$ cat config.mk
export PLATFORM = sky130hd
export DESIGN_NAME = field_sequencer_flat
export DESIGN_NICKNAME = d
export VERILOG_FILES = /design/src/rtl/field_sequencer_pkg.sv /design/src/rtl/field_sequencer_if.sv /design/src/rtl/field_sequencer_vsync_pulse_gen.sv /design/src/rtl/field_sequencer.sv /design/src/flat_wrapper.sv
export SDC_FILE = /design/constraint.sdc
export NUM_CORES = 1
export LEC_CHECK = 0
export CORE_UTILIZATION = 46
export DETAILED_ROUTE_END_ITERATION = 8
export PLACE_DENSITY = 0.68
export REMOVE_ABC_BUFFERS = 1
export SETUP_SLACK_MARGIN = 0.4
export SYNTH_ARGS = -nofsm -noshare
export SYNTH_HDL_FRONTEND = slang
export SYNTH_HIERARCHICAL = 1
export SYNTH_SLANG_ARGS = --single-unit
$ cat constraint.sdc
create_clock -name clk -period 1.1 [get_ports clk]
set_input_delay 0.22 -clock clk [delete_from_list [all_inputs] [get_ports clk]]
set_output_delay 0.22 -clock clk [all_outputs]
set_load 0.01 [all_outputs]
$ cat src/rtl/field_sequencer_pkg.sv
// Shared definitions for the field-level timing stage and the line stage:
// line class encodings, DAC level codes and default timing constants.
package field_sequencer_pkg;

  // Line classification as presented to the line stage.
  typedef enum logic [1:0] {
    LT_ACTIVE = 2'd0,
    LT_BLANK  = 2'd1,
    LT_EQ     = 2'd2,
    LT_VSYNC  = 2'd3
  } line_type_e;

  // DAC codes used while the field stage overrides the line stage.
  localparam logic [7:0] SYNC_LEVEL  = 8'd0;
  localparam logic [7:0] BLANK_LEVEL = 8'd57;

  // Default NTSC non-interlaced timing.
  localparam int LINE_CLKS_DEF    = 3176;
  localparam int HALF_CLKS_DEF    = 1588;
  localparam int EQ_PULSE_DEF     = 117;
  localparam int BROAD_PULSE_DEF  = 1355;
  localparam int LINES_DEF        = 262;
  localparam int FIRST_ACTIVE_DEF = 21;
  localparam int ACTIVE_LINES_DEF = 240;

  // Classify a 1-based line number. Lines 1-9 form the fixed vertical
  // interval (EQ, VSYNC, EQ in groups of three); the rest is blank except
  // for the active window.
  function automatic line_type_e classify_line(input logic [8:0] line,
                                               input int first_active,
                                               input int active_lines);
    line_type_e t;
    if (line <= 9'd3) begin
      t = LT_EQ;
    end else if (line <= 9'd6) begin
      t = LT_VSYNC;
    end else if (line <= 9'd9) begin
      t = LT_EQ;
    end else if (int'(line) < first_active) begin
      t = LT_BLANK;
    end else if (int'(line) < (first_active + active_lines)) begin
      t = LT_ACTIVE;
    end else begin
      t = LT_BLANK;
    end
    return t;
  endfunction

endpackage

$ cat src/rtl/field_sequencer_if.sv
// Strobe input and field-timing outputs between the field stage and its
// neighbours. The driver of enable/line_start uses master; the field stage
// uses slave.
interface field_sequencer_if;
  import field_sequencer_pkg::*;

  logic       enable;
  logic       line_start;
  logic [8:0] line_num;
  line_type_e line_type;
  logic [7:0] active_row;
  logic       row_valid;
  logic       field_start;
  logic       override;
  logic [7:0] vlevel;
  logic       timeout;

  modport master (
    output enable, line_start,
    input  line_num, line_type, active_row, row_valid, field_start,
           override, vlevel, timeout
  );

  modport slave (
    input  enable, line_start,
    output line_num, line_type, active_row, row_valid, field_start,
           override, vlevel, timeout
  );

endinterface

$ cat src/rtl/field_sequencer_vsync_pulse_gen.sv
// Vertical-interval pulse generator: folds the line position into a
// half-line position and emits the equalizing / serration sync pattern as
// a registered DAC override. Inputs are the next-cycle hc and line class so
// the registered output lines up with them.
module vsync_pulse_gen
  import field_sequencer_pkg::*;
#(
  parameter int HC_W        = 12,
  parameter int HALF_CLKS   = HALF_CLKS_DEF,
  parameter int EQ_PULSE    = EQ_PULSE_DEF,
  parameter int BROAD_PULSE = BROAD_PULSE_DEF
) (
  input  logic            clk,
  input  logic            rst_n,
  input  logic [HC_W-1:0] hc_i,
  input  line_type_e      line_type_i,
  output logic [7:0]      vlevel_o,
  output logic            override_o
);

  localparam logic [HC_W-1:0] HALF_L  = HC_W'(HALF_CLKS);
  localparam logic [HC_W-1:0] EQ_L    = HC_W'(EQ_PULSE);
  localparam logic [HC_W-1:0] BROAD_L = HC_W'(BROAD_PULSE);

  logic [HC_W-1:0] ph_s;
  logic [7:0]      vlevel_d;
  logic [7:0]      vlevel_q;
  logic            override_d;
  logic            override_q;

  // Position within the half-line; hc never exceeds two half-lines so one
  // conditional subtraction is enough.
  always_comb begin
    ph_s = hc_i;
    if (hc_i >= HALF_L) begin
      ph_s = hc_i - HALF_L;
    end else begin
      ph_s = hc_i;
    end
  end

  // Select sync or blank level from line class and half-line position.
  always_comb begin
    vlevel_d   = BLANK_LEVEL;
    override_d = 1'b0;
    case (line_type_i)
      LT_EQ: begin
        override_d = 1'b1;
        if (ph_s < EQ_L) begin
          vlevel_d = SYNC_LEVEL;
        end else begin
          vlevel_d = BLANK_LEVEL;
        end
      end
      LT_VSYNC: begin
        override_d = 1'b1;
        if (ph_s < BROAD_L) begin
          vlevel_d = SYNC_LEVEL;
        end else begin
          vlevel_d = BLANK_LEVEL;
        end
      end
      default: begin
        vlevel_d   = BLANK_LEVEL;
        override_d = 1'b0;
      end
    endcase
  end

  // Register the override so it changes together with the line class.
  always_ff @(posedge clk or negedge rst_n) begin
    if (!rst_n) begin
      vlevel_q   <= BLANK_LEVEL;
      override_q <= 1'b0;
    end else begin
      vlevel_q   <= vlevel_d;
      override_q <= override_d;
    end
  end

  assign vlevel_o   = vlevel_q;
  assign override_o = override_q;

endmodule

$ cat src/rtl/field_sequencer.sv
// Field-level timing stage: counts line_start strobes into a field,
// classifies each line, tracks position within the line and flags a
// missing line_start. The vertical sync pattern comes from vsync_pulse_gen.
module field_sequencer
  import field_sequencer_pkg::*;
#(
  parameter int LINE_CLKS    = LINE_CLKS_DEF,
  parameter int HALF_CLKS    = HALF_CLKS_DEF,
  parameter int EQ_PULSE     = EQ_PULSE_DEF,
  parameter int BROAD_PULSE  = BROAD_PULSE_DEF,
  parameter int LINES        = LINES_DEF,
  parameter int FIRST_ACTIVE = FIRST_ACTIVE_DEF,
  parameter int ACTIVE_LINES = ACTIVE_LINES_DEF
) (
  input  logic         clk,
  input  logic         reset_n,
  field_sequencer_if.slave bus
);

  localparam int              HC_W    = $clog2(LINE_CLKS);
  localparam logic [HC_W-1:0] HC_MAX  = HC_W'(LINE_CLKS - 1);
  localparam logic [8:0]      LINES_L = 9'(LINES);
  localparam logic [8:0]      FIRST_L = 9'(FIRST_ACTIVE);

  logic [1:0]      rst_sync_q;
  logic            rst_n_s;
  logic            accept_s;

  logic [8:0]      line_num_q, line_num_d;
  logic [HC_W-1:0] hc_q, hc_d;
  logic            armed_q, armed_d;
  logic            timeout_q, timeout_d;
  line_type_e      line_type_q, line_type_d;
  logic [7:0]      active_row_q, active_row_d;
  logic            row_valid_q, row_valid_d;
  logic            field_start_q, field_start_d;

  // Reset asserts asynchronously and releases two clocks later in step with clk.
  always_ff @(posedge clk or negedge reset_n) begin
    if (!reset_n) begin
      rst_sync_q <= 2'b00;
    end else begin
      rst_sync_q <= {rst_sync_q[0], 1'b1};
    end
  end

  assign rst_n_s  = rst_sync_q[1];
  assign accept_s = bus.enable & bus.line_start;

  // Line counter, position counter and field-start pulse; all frozen while disabled.
  always_comb begin
    line_num_d    = line_num_q;
    hc_d          = hc_q;
    field_start_d = 1'b0;
    armed_d       = armed_q;
    if (accept_s) begin
      hc_d    = '0;
      armed_d = 1'b1;
      if (line_num_q >= LINES_L) begin
        line_num_d    = 9'd1;
        field_start_d = 1'b1;
      end else begin
        line_num_d    = line_num_q + 9'd1;
        field_start_d = 1'b0;
      end
    end else if (bus.enable) begin
      if (hc_q < HC_MAX) begin
        hc_d = hc_q + HC_W'(1);
      end else begin
        hc_d = hc_q;
      end
    end else begin
      hc_d = hc_q;
    end
  end

  // Sticky timeout; armed by the first accepted strobe so the idle period
  // after reset does not count as a missing line.
  always_comb begin
    timeout_d = timeout_q;
    if (bus.enable && !bus.line_start && armed_q && (hc_q == HC_MAX)) begin
      timeout_d = 1'b1;
    end else begin
      timeout_d = timeout_q;
    end
  end

  // Classify the line that will be current after this edge.
  always_comb begin
    line_type_d  = LT_BLANK;
    row_valid_d  = 1'b0;
    active_row_d = 8'd0;
    if (bus.enable) begin
      line_type_d = classify_line(line_num_d, FIRST_ACTIVE, ACTIVE_LINES);
      if (line_type_d == LT_ACTIVE) begin
        row_valid_d  = 1'b1;
        active_row_d = 8'(line_num_d - FIRST_L);
      end else begin
        row_valid_d  = 1'b0;
        active_row_d = 8'd0;
      end
    end else begin
      line_type_d  = LT_BLANK;
      row_valid_d  = 1'b0;
      active_row_d = 8'd0;
    end
  end

  // State and registered outputs.
  always_ff @(posedge clk or negedge rst_n_s) begin
    if (!rst_n_s) begin
      line_num_q    <= LINES_L;
      hc_q          <= HC_MAX;
      armed_q       <= 1'b0;
      timeout_q     <= 1'b0;
      line_type_q   <= LT_BLANK;
      active_row_q  <= 8'd0;
      row_valid_q   <= 1'b0;
      field_start_q <= 1'b0;
    end else begin
      line_num_q    <= line_num_d;
      hc_q          <= hc_d;
      armed_q       <= armed_d;
      timeout_q     <= timeout_d;
      line_type_q   <= line_type_d;
      active_row_q  <= active_row_d;
      row_valid_q   <= row_valid_d;
      field_start_q <= field_start_d;
    end
  end

  vsync_pulse_gen #(
    .HC_W        (HC_W),
    .HALF_CLKS   (HALF_CLKS),
    .EQ_PULSE    (EQ_PULSE),
    .BROAD_PULSE (BROAD_PULSE)
  ) u_pulse (
    .clk         (clk),
    .rst_n       (rst_n_s),
    .hc_i        (hc_d),
    .line_type_i (line_type_d),
    .vlevel_o    (bus.vlevel),
    .override_o  (bus.override)
  );

  assign bus.line_num    = line_num_q;
  assign bus.line_type   = line_type_q;
  assign bus.active_row  = active_row_q;
  assign bus.row_valid   = row_valid_q;
  assign bus.field_start = field_start_q;
  assign bus.timeout     = timeout_q;

endmodule
$ cat src/flat_wrapper.sv
// flat-port wrapper written by rule: the top's interface ports become plain ports
module field_sequencer_flat import field_sequencer_pkg::*;
#(
  parameter int LINE_CLKS    = LINE_CLKS_DEF,
  parameter int HALF_CLKS    = HALF_CLKS_DEF,
  parameter int EQ_PULSE     = EQ_PULSE_DEF,
  parameter int BROAD_PULSE  = BROAD_PULSE_DEF,
  parameter int LINES        = LINES_DEF,
  parameter int FIRST_ACTIVE = FIRST_ACTIVE_DEF,
  parameter int ACTIVE_LINES = ACTIVE_LINES_DEF
)
  (clk, reset_n, bus_enable, bus_line_start, bus_line_num, bus_line_type, bus_active_row, bus_row_valid, bus_field_start, bus_override, bus_vlevel, bus_timeout);
  field_sequencer_if bus_i ();
  input  logic clk;
  input  logic reset_n;
  input wire logic [$bits(bus_i.enable)-1:0] bus_enable;
  input wire logic [$bits(bus_i.line_start)-1:0] bus_line_start;
  output wire logic [$bits(bus_i.line_num)-1:0] bus_line_num;
  output wire logic [$bits(bus_i.line_type)-1:0] bus_line_type;
  output wire logic [$bits(bus_i.active_row)-1:0] bus_active_row;
  output wire logic [$bits(bus_i.row_valid)-1:0] bus_row_valid;
  output wire logic [$bits(bus_i.field_start)-1:0] bus_field_start;
  output wire logic [$bits(bus_i.override)-1:0] bus_override;
  output wire logic [$bits(bus_i.vlevel)-1:0] bus_vlevel;
  output wire logic [$bits(bus_i.timeout)-1:0] bus_timeout;
  assign bus_i.enable = bus_enable;
  assign bus_i.line_start = bus_line_start;
  assign bus_line_num = bus_i.line_num;
  assign bus_line_type = bus_i.line_type;
  assign bus_active_row = bus_i.active_row;
  assign bus_row_valid = bus_i.row_valid;
  assign bus_field_start = bus_i.field_start;
  assign bus_override = bus_i.override;
  assign bus_vlevel = bus_i.vlevel;
  assign bus_timeout = bus_i.timeout;
  field_sequencer #(.LINE_CLKS(LINE_CLKS), .HALF_CLKS(HALF_CLKS), .EQ_PULSE(EQ_PULSE), .BROAD_PULSE(BROAD_PULSE), .LINES(LINES), .FIRST_ACTIVE(FIRST_ACTIVE), .ACTIVE_LINES(ACTIVE_LINES)) u_core (.clk(clk), .reset_n(reset_n), .bus(bus_i));
endmodule
After elaboration in Yosys (flattened, before gate mapping)
Cells that the tools add are included.
{"block": "classes", "muxes": 23, "order_cmp": 10, "shift": 0, "n_div": 0, "eq_ne": 3, "n_addsub": 4, "n_reduce_logical": 6, "n_mul": 0, "bitwise": 1}
{"cell": "2-to-1 mux 12 bit", "count": 4}
{"cell": "2-to-1 mux 9 bit", "count": 2}
{"cell": "2-to-1 mux 8 bit", "count": 2}
{"cell": "one-hot mux 8 bit (2 select lines)", "count": 1}
{"cell": "adder 12 x 1 -> 12 bit (second input constant)", "count": 1}
{"cell": "== test 12 bit (second input constant)", "count": 1}
{"cell": ">= comparator 12 x 11 -> 1 bit (second input constant)", "count": 1}
{"cell": "< comparator 12 x 11 -> 1 bit (second input constant)", "count": 1}
{"cell": "< comparator 12 bit (second input constant)", "count": 1}
{"cell": "< comparator 12 x 7 -> 1 bit (second input constant)", "count": 1}
{"cell": "2-to-1 mux 2 bit", "count": 6}
{"cell": "2-to-1 mux 6 bit", "count": 2}
{"cell": "subtractor 12 x 11 -> 12 bit (second input constant)", "count": 1}
{"cell": "adder 9 x 1 -> 9 bit (second input constant)", "count": 1}
{"cell": ">= comparator 9 bit (second input constant)", "count": 1}
{"cell": "less-or-equal comparator 9 x 2 -> 1 bit (second input constant)", "count": 1}
{"cell": "less-or-equal comparator 9 x 3 -> 1 bit (second input constant)", "count": 1}
{"cell": "less-or-equal comparator 9 x 4 -> 1 bit (second input constant)", "count": 1}
{"cell": "< comparator 9 x 5 -> 1 bit (second input constant)", "count": 1}
{"cell": "< comparator 9 bit (second input constant)", "count": 1}
{"cell": "subtractor 8 x 5 -> 8 bit (second input constant)", "count": 1}
{"cell": "2-to-1 mux 1 bit", "count": 6}
{"cell": "== test 2 bit (second input constant)", "count": 2}
{"cell": "logical AND 1 bit", "count": 3}
{"cell": "4 further kinds", "count": 4}
{"block": "totals", "latchBits": 0, "word_cells": 58, "mem_count": 0, "romBits": 0, "ram_bits": 0, "reg_bits": 46, "inputBits": 4, "out_inout_bits": 31}

Depth between registers and ports, before layout
{"block": "depth", "ltp_word": 14, "depth_mapped": 17, "ltp_nobuf": 16}

Hierarchy
Netlist, hierarchy kept.
{"mod": "field_sequencer", "cells_per_inst": 227, "area_per_inst_um2": 2148.3, "instances": 1, "seq_area_each_um2": 939.7}
{"mod": "vsync_pulse_gen", "cells_per_inst": 99, "area_per_inst_um2": 698.2, "instances": 1, "seq_area_each_um2": 51.3}

Least setup slack after synthesis
Ideal clock, no wire load.
{"block": "synth_path", "path_kind": "reg-to-reg", "from": "reg u_core.hc_q[8]", "to": "reg u_core.u_pulse.vlevel_q[4], in the netlist u_core/u_pulse/vlevel_o[4]", "synth_period_minus_slack_ns": 3.667, "n_path_buf": 2, "slack_ns": -2.567, "required_time_ns": 1.019, "arrival_ns": 3.586, "stages_incl_launch_ff": 17, "path_cell_list": "dfrtp_1 -> or3_1 -> nor4_1 -> or3_1 -> clkbuf_1 -> nor2_1 -> xnor2_1 -> nor2_1 -> inv_1 -> ha_1 -> and3b_1 -> buf_6 -> a211o_1 -> a21oi_2 -> o41ai_1 -> o211ai_1 -> a32oi_1"}
{"block": "synth_via", "elab_chain_cells": 9, "elab_cells_between_ends": 13}
{"element": "start: declaration", "line": "field_sequencer.sv:30", "source": "logic [HC_W-1:0] hc_q, hc_d;"}
{"element": "start signal: assignment", "line": "field_sequencer.sv:113", "source": "hc_q <= HC_MAX;"}
{"element": "start signal: assignment", "line": "field_sequencer.sv:122", "source": "hc_q <= hc_d;"}
{"element": "< comparator 12 bit (*)", "line": "field_sequencer.sv:67", "source": "if (hc_q < HC_MAX) begin"}
{"element": "2-to-1 mux 12 bit (*)", "line": "field_sequencer.sv:67"}
{"element": "2-to-1 mux 12 bit (*)", "line": "field_sequencer.sv:66", "source": "end else if (bus.enable) begin"}
{"element": "2-to-1 mux 12 bit (*)", "line": "field_sequencer.sv:56", "source": "if (accept_s) begin"}
{"element": "named net u_core.hc_d[2]", "line": "field_sequencer.sv:30"}
{"element": "subtractor 12 x 11 -> 12 bit or >= comparator 12 x 11 -> 1 bit (tied branches)", "line": "field_sequencer_vsync_pulse_gen.sv:36, field_sequencer_vsync_pulse_gen.sv:35"}
{"element": "2-to-1 mux 12 bit (*)", "line": "field_sequencer_vsync_pulse_gen.sv:35", "source": "if (hc_i >= HALF_L) begin"}
{"element": "< comparator 12 x 11 -> 1 bit or < comparator 12 x 7 -> 1 bit (tied branches)", "line": "field_sequencer_vsync_pulse_gen.sv:57, field_sequencer_vsync_pulse_gen.sv:49"}
{"element": "2-to-1 mux 6 bit, on equally long branches", "line": "field_sequencer_vsync_pulse_gen.sv:57, field_sequencer_vsync_pulse_gen.sv:49"}
{"element": "one-hot mux 8 bit (2 select lines) (*)", "line": "field_sequencer_vsync_pulse_gen.sv:46", "source": "case (line_type_i)"}
{"element": "end signal: assignment", "line": "field_sequencer_vsync_pulse_gen.sv:76", "source": "vlevel_q <= vlevel_d;"}
{"element": "end: declaration", "line": "field_sequencer_vsync_pulse_gen.sv:27", "source": "logic [7:0] vlevel_q;"}
The timed path passes the listed nets; every way through them passes the cells marked *.
A chain may end at the register's enable or synchronous reset.

Worst setup path in the final report
{"block": "layout_path", "from": "reg u_core.line_num_q[1], in the netlist u_core/bus.line_num[1]", "to": "reg u_core.u_pulse.vlevel_q[4], in the netlist u_core/u_pulse/vlevel_o[4]"}
{"block": "layout_via", "elab_chain_cells": 13, "elab_cells_between_ends": 19}
{"element": "start: declaration", "line": "field_sequencer.sv:29", "source": "logic [8:0] line_num_q, line_num_d;"}
{"element": "start signal: assignment", "line": "field_sequencer.sv:121", "source": "line_num_q <= line_num_d;"}
{"element": "adder 9 x 1 -> 9 bit or >= comparator 9 bit (tied branches)", "line": "field_sequencer.sv:63, field_sequencer.sv:59"}
{"element": "2-to-1 mux 9 bit", "line": "field_sequencer.sv:59", "source": "if (line_num_q >= LINES_L) begin"}
{"element": "2-to-1 mux 9 bit (*)", "line": "field_sequencer.sv:56"}
{"element": "< comparator 9 bit", "line": "field_sequencer_pkg.sv:41", "source": "end else if (int'(line) < (first_active + active_lines)) begin"}
{"element": "2-to-1 mux 1 bit", "line": "field_sequencer_pkg.sv:41"}
{"element": "2-to-1 mux 2 bit", "line": "field_sequencer_pkg.sv:39", "source": "end else if (int'(line) < first_active) begin"}
{"element": "2-to-1 mux 2 bit", "line": "field_sequencer_pkg.sv:37", "source": "end else if (line <= 9'd9) begin"}
{"element": "2-to-1 mux 2 bit", "line": "field_sequencer_pkg.sv:35", "source": "end else if (line <= 9'd6) begin"}
{"element": "2-to-1 mux 2 bit (*)", "line": "field_sequencer_pkg.sv:33", "source": "if (line <= 9'd3) begin"}
{"element": "2-to-1 mux 2 bit (*) (2 in a row)", "line": "field_sequencer.sv:93", "source": "if (bus.enable) begin"}
{"element": "named net u_core.line_type_d[0]", "line": "field_sequencer.sv:33", "source": "line_type_e line_type_q, line_type_d;"}
{"element": "== test 2 bit", "line": "field_sequencer_vsync_pulse_gen.sv:46"}
{"element": "one-hot mux 8 bit (2 select lines) (*)", "line": "field_sequencer_vsync_pulse_gen.sv:46"}
The timed path passes the listed nets; every way through them passes the cells marked *. The select of a mux whose other input is x is not followed.

==> summary.md <==
| Metric | Value |
|---|---|
| Status | complete, but fails checks |
| Failing checks | negative setup slack |
| Total congestion overflow | 0 |
| Fillers | 184 |
| Io pins | 35 |
| Crit. End Element | flop |
| Worst rel slew slack | 52.45% |
| Synth Flop Type | dfrtp_1 |
| Logic pwr share | 69.1% |
| Tcrit/Tclk final | 332.3% |
| GR Util All Layers | 39.09% |
| Synthesized flop and latch total | 39 |
| First-pass GRT wire length | around 19000 um |
| Leak Pwr | between 2 and 2.5 nW |
| Overall Power | 0.01094 W |
| Vias in the first global route | 3669 |
| Syn. warnings | 6 |
| Worst skew pair latency | roughly 310 ps |
| Vias | roughly 4300 |
| Critical Path Source | u_core/bus.line_num[1] |
| Clk slew on worst S/H paths | 90 ps |
| Worst-path cell with the longest stage delay | dfstp_2 |
| Antenna violations before repair | 1 |
| Final WS setup | -2555 ps |
| Max-cap violation count | 0 |
| Crit path cell chain | buf_6, ha_4, nand4_1, buf_4, o21ai_0, and3_1, a21oi_2, or3_1, a21o_1, nand2b_1, a21oi_1, nor4b_2, a32oi_1 |
| Post-synth EDFFs | 0 |
| Final ANT Viol Nets | 0 |
| Yosys cell types | 69 |
| FF-to-FF setup slack | -2560 ps |
| Core area | 5956 um^2 |
| DIE AREA | between 6000 and 7000 um^2 |
| CP Buf/Inv Count | 2 |
| Worst Hold Class | input pin to asynchronous set/reset pin |
| Setup Skew | around 13 ps |
| Clock buffer count from CTS | 5 |
| Internal | between 0.006 and 0.007 W |
| Clock power share | around an eighth |
| Dominant cells by area after synthesis | dfrtp_1, dfstp_2, ha_1 |
| Max Fclk | 273.6 MHz |
| Largest net degree at the start of global routing | 38 |
| Synth top area share | a little under a quarter |
| Root Driver | clkbuf_8 |
| Wire length per cell | 28.75 um |
| Starting Density | 47.79% |
| CTS Hold Bufs | 0 |
| Crit path max-delay family | simple AND/OR/NAND/NOR gates |
| Final RePlAce weighted congestion | 0.9600 |
| Num Clock Sinks | 39 |
| Starting DRT DRC Count | 633 |
| Part of the Yosys area used for sequential elements | 34.81% |
| WS Path Type | flop to flop |
| Final setup vio count | 50 |
| CP peak stage delay | 570 ps |
| R2R Path Start | u_core/bus.line_num[1] |
| Die width | between 80 and 90 um |
| Reg2Reg Depth | 13 |
| Max FO, Critical Path | 5 |
| Final hold viol count | 0 |
| H-tree depth | 2 |
| 1st-pass router iterations | 9 |
| DP Wirelength | approximately 6500 um |
| RSZ-0062 raised after global routing | true |
| CTS tree | yes |
| Layout cells sized above 1 | 65.34% |
| Vias per cell | 7.123 |
| Cell count after synthesis | ~330 |
| CP Launch Type | flop |
| CTS Buffer Depth | 2 |
| Actual slew at the worst max-slew pin | 710.7 ps |
| Total Neg Setup Slack | -54910 ps |
| Sequential power share | 18.8% |
| Fin crit period | 3655 ps |
| Nets@finish | 540 |
| Hold_ws | 76.06 ps |
| Multi-input logic area | 2327 um^2 |
| Most frequent cells after synthesis | dfrtp_1, nor2_1, nand2_1 |
| WL final | 17370 um |
| Post-Syn Area | 2846 um^2 |
| IO Port Bufs | 30 |
| Pwr dens | 1976 nW/um^2 |
| DRC viols | 0 |
| Layout area overhead | 94.42% |
| FF-to-FF End | u_core/u_pulse/vlevel_o[4] |
| Syn avg cell area | between 8 and 9 um^2 |
| Ys async rst share | 100.0% |
| Switching share of power | 43.93% |
| Switch Pwr | 0.004805 W |
| Pins Over Slew Limit | 0 |
| Reg area | 992.2 um^2 |
| Crit path DAT | 3880 ps |
| WP data required | ~1300 ps |
| Largest area contributor in the netlist | dfrtp_1 |
| Rows | 28 |
| Die height | 80.67 um |
| Worst IR drop on VDD | 0.001880 V |
-- how the worst max path moves through the flow --
stage | cells past startpoint | to | slack, ps
after CTS | 15 | u_core/u_pulse/vlevel_o[4] | -2100
final | 13 | u_core/u_pulse/vlevel_o[4] | -2560
after detailed placement | 13 | u_core/u_pulse/vlevel_o[4] | -2400
after global placement | 12 | u_core/u_pulse/vlevel_o[4] | -2370
after floorplan | 14 | u_core/u_pulse/vlevel_o[4] | -2480
after global routing | 13 | u_core/u_pulse/vlevel_o[4] | -2680
-- power by group through the flow --
stage	clock network, W	logic (W)	registers, W
after floorplan	0	0.00157	0.00222
after global placement	0	0.00407	0.00193
after detailed placement	0	0.00416	0.00195
after CTS	0.00129	0.00565	0.00199
after global routing	0.00141	0.00781	0.00208
final	0.00132	0.00755	0.00206
-- flip-flops by register name, indices dropped and copies added, names as in the netlist --
name and flops:
u_core/u_pulse/vlevel_o 1, u_core/bus.active_row 8, u_core/hc_q 12, u_core/bus.line_type 2, u_core/bus.line_num 9, u_core/armed_q 1
u_core/bus.row_valid 1, u_core/u_pulse/override_o 1, u_core/bus.timeout 1, u_core/rst_sync_q 2, u_core/bus.field_start 1
-- repair_timing --
action	CTS	global route
gates cloned	2	0
buffers inserted	35	20
endpoints found under the setup margin	64	64
gates resized for setup	269	77
pin swaps	56	46
-- layout by cell type, fill, tap and decap left out, drive strengths merged, types with 2 or more instances in the layout --
cell / count
ha: 9
nor4b: 3
o31ai: 5
inv: 18
a32oi: 3
nand2b: 2
buf: 210
a211oi: 4
a21boi: 4
and3b: 2
clkbuf: 7
a21oi: 21
nor4: 7
xor2: 7
o41ai: 4
dfrtp: 27
xnor2: 8
and3: 5
nor3: 13
o211a: 3
or3: 13
conb: 5
nand3b: 4
dfstp: 12
nand2: 22
or4: 2
and4: 2
and2: 5
o21ai: 24
nand4: 6
nor3b: 2
mux2i: 2
o211ai: 6
nand3: 9
a31oi: 4
nor2: 28
-- stage by stage --
stage	setup slack [ps]	std cells	utilization (%)	area, um^2
2_1_floorplan	-2479	306	-	2694
3_3_place_gp	-2374	538	68.07	4054
3_5_place_dp	-2404	538	68.07	4054
4_1_cts	-2104	583	84.94	5059
5_1_grt	-2682	604	92.92	5534
6_report	-2555	604	92.92	5534
-- layer usage --
metal	vias up	wire length [um]	global-route usage [%]
met5	-	80	0
met3	202	2516	8.068
li1	1595	-	-
met1	1986	5638	45.73
met4	4	1683	19.64
met2	515	7446	67.03
-- cell type report --
cell class | count | area share, %
antenna | 1 | 0.04522
timing repair buffer | 213 | 34.84
tap | 75 | 1.696
clock buffer | 6 | 1.492
inverter | 18 | 1.311
clock inverter | 2 | 0.6331
sequential | 39 | 17.93
multi-input combinational | 250 | 42.05
-- logic make-up after synthesis --
| family | synth area share, % |
|---|---|
| buffers and inverters | 8.131 |
| adders and majority gates | 3.956 |
| muxes | 1.099 |
| other | 0.2638 |
| and+or+nand+nor | 25.63 |
| DFF | 34.81 |
| AOI/OAI and AO/OA | 21.50 |
| xor gates and xnor gates | 4.616 |
Note: power is estimated with default switching activity, not from simulation.
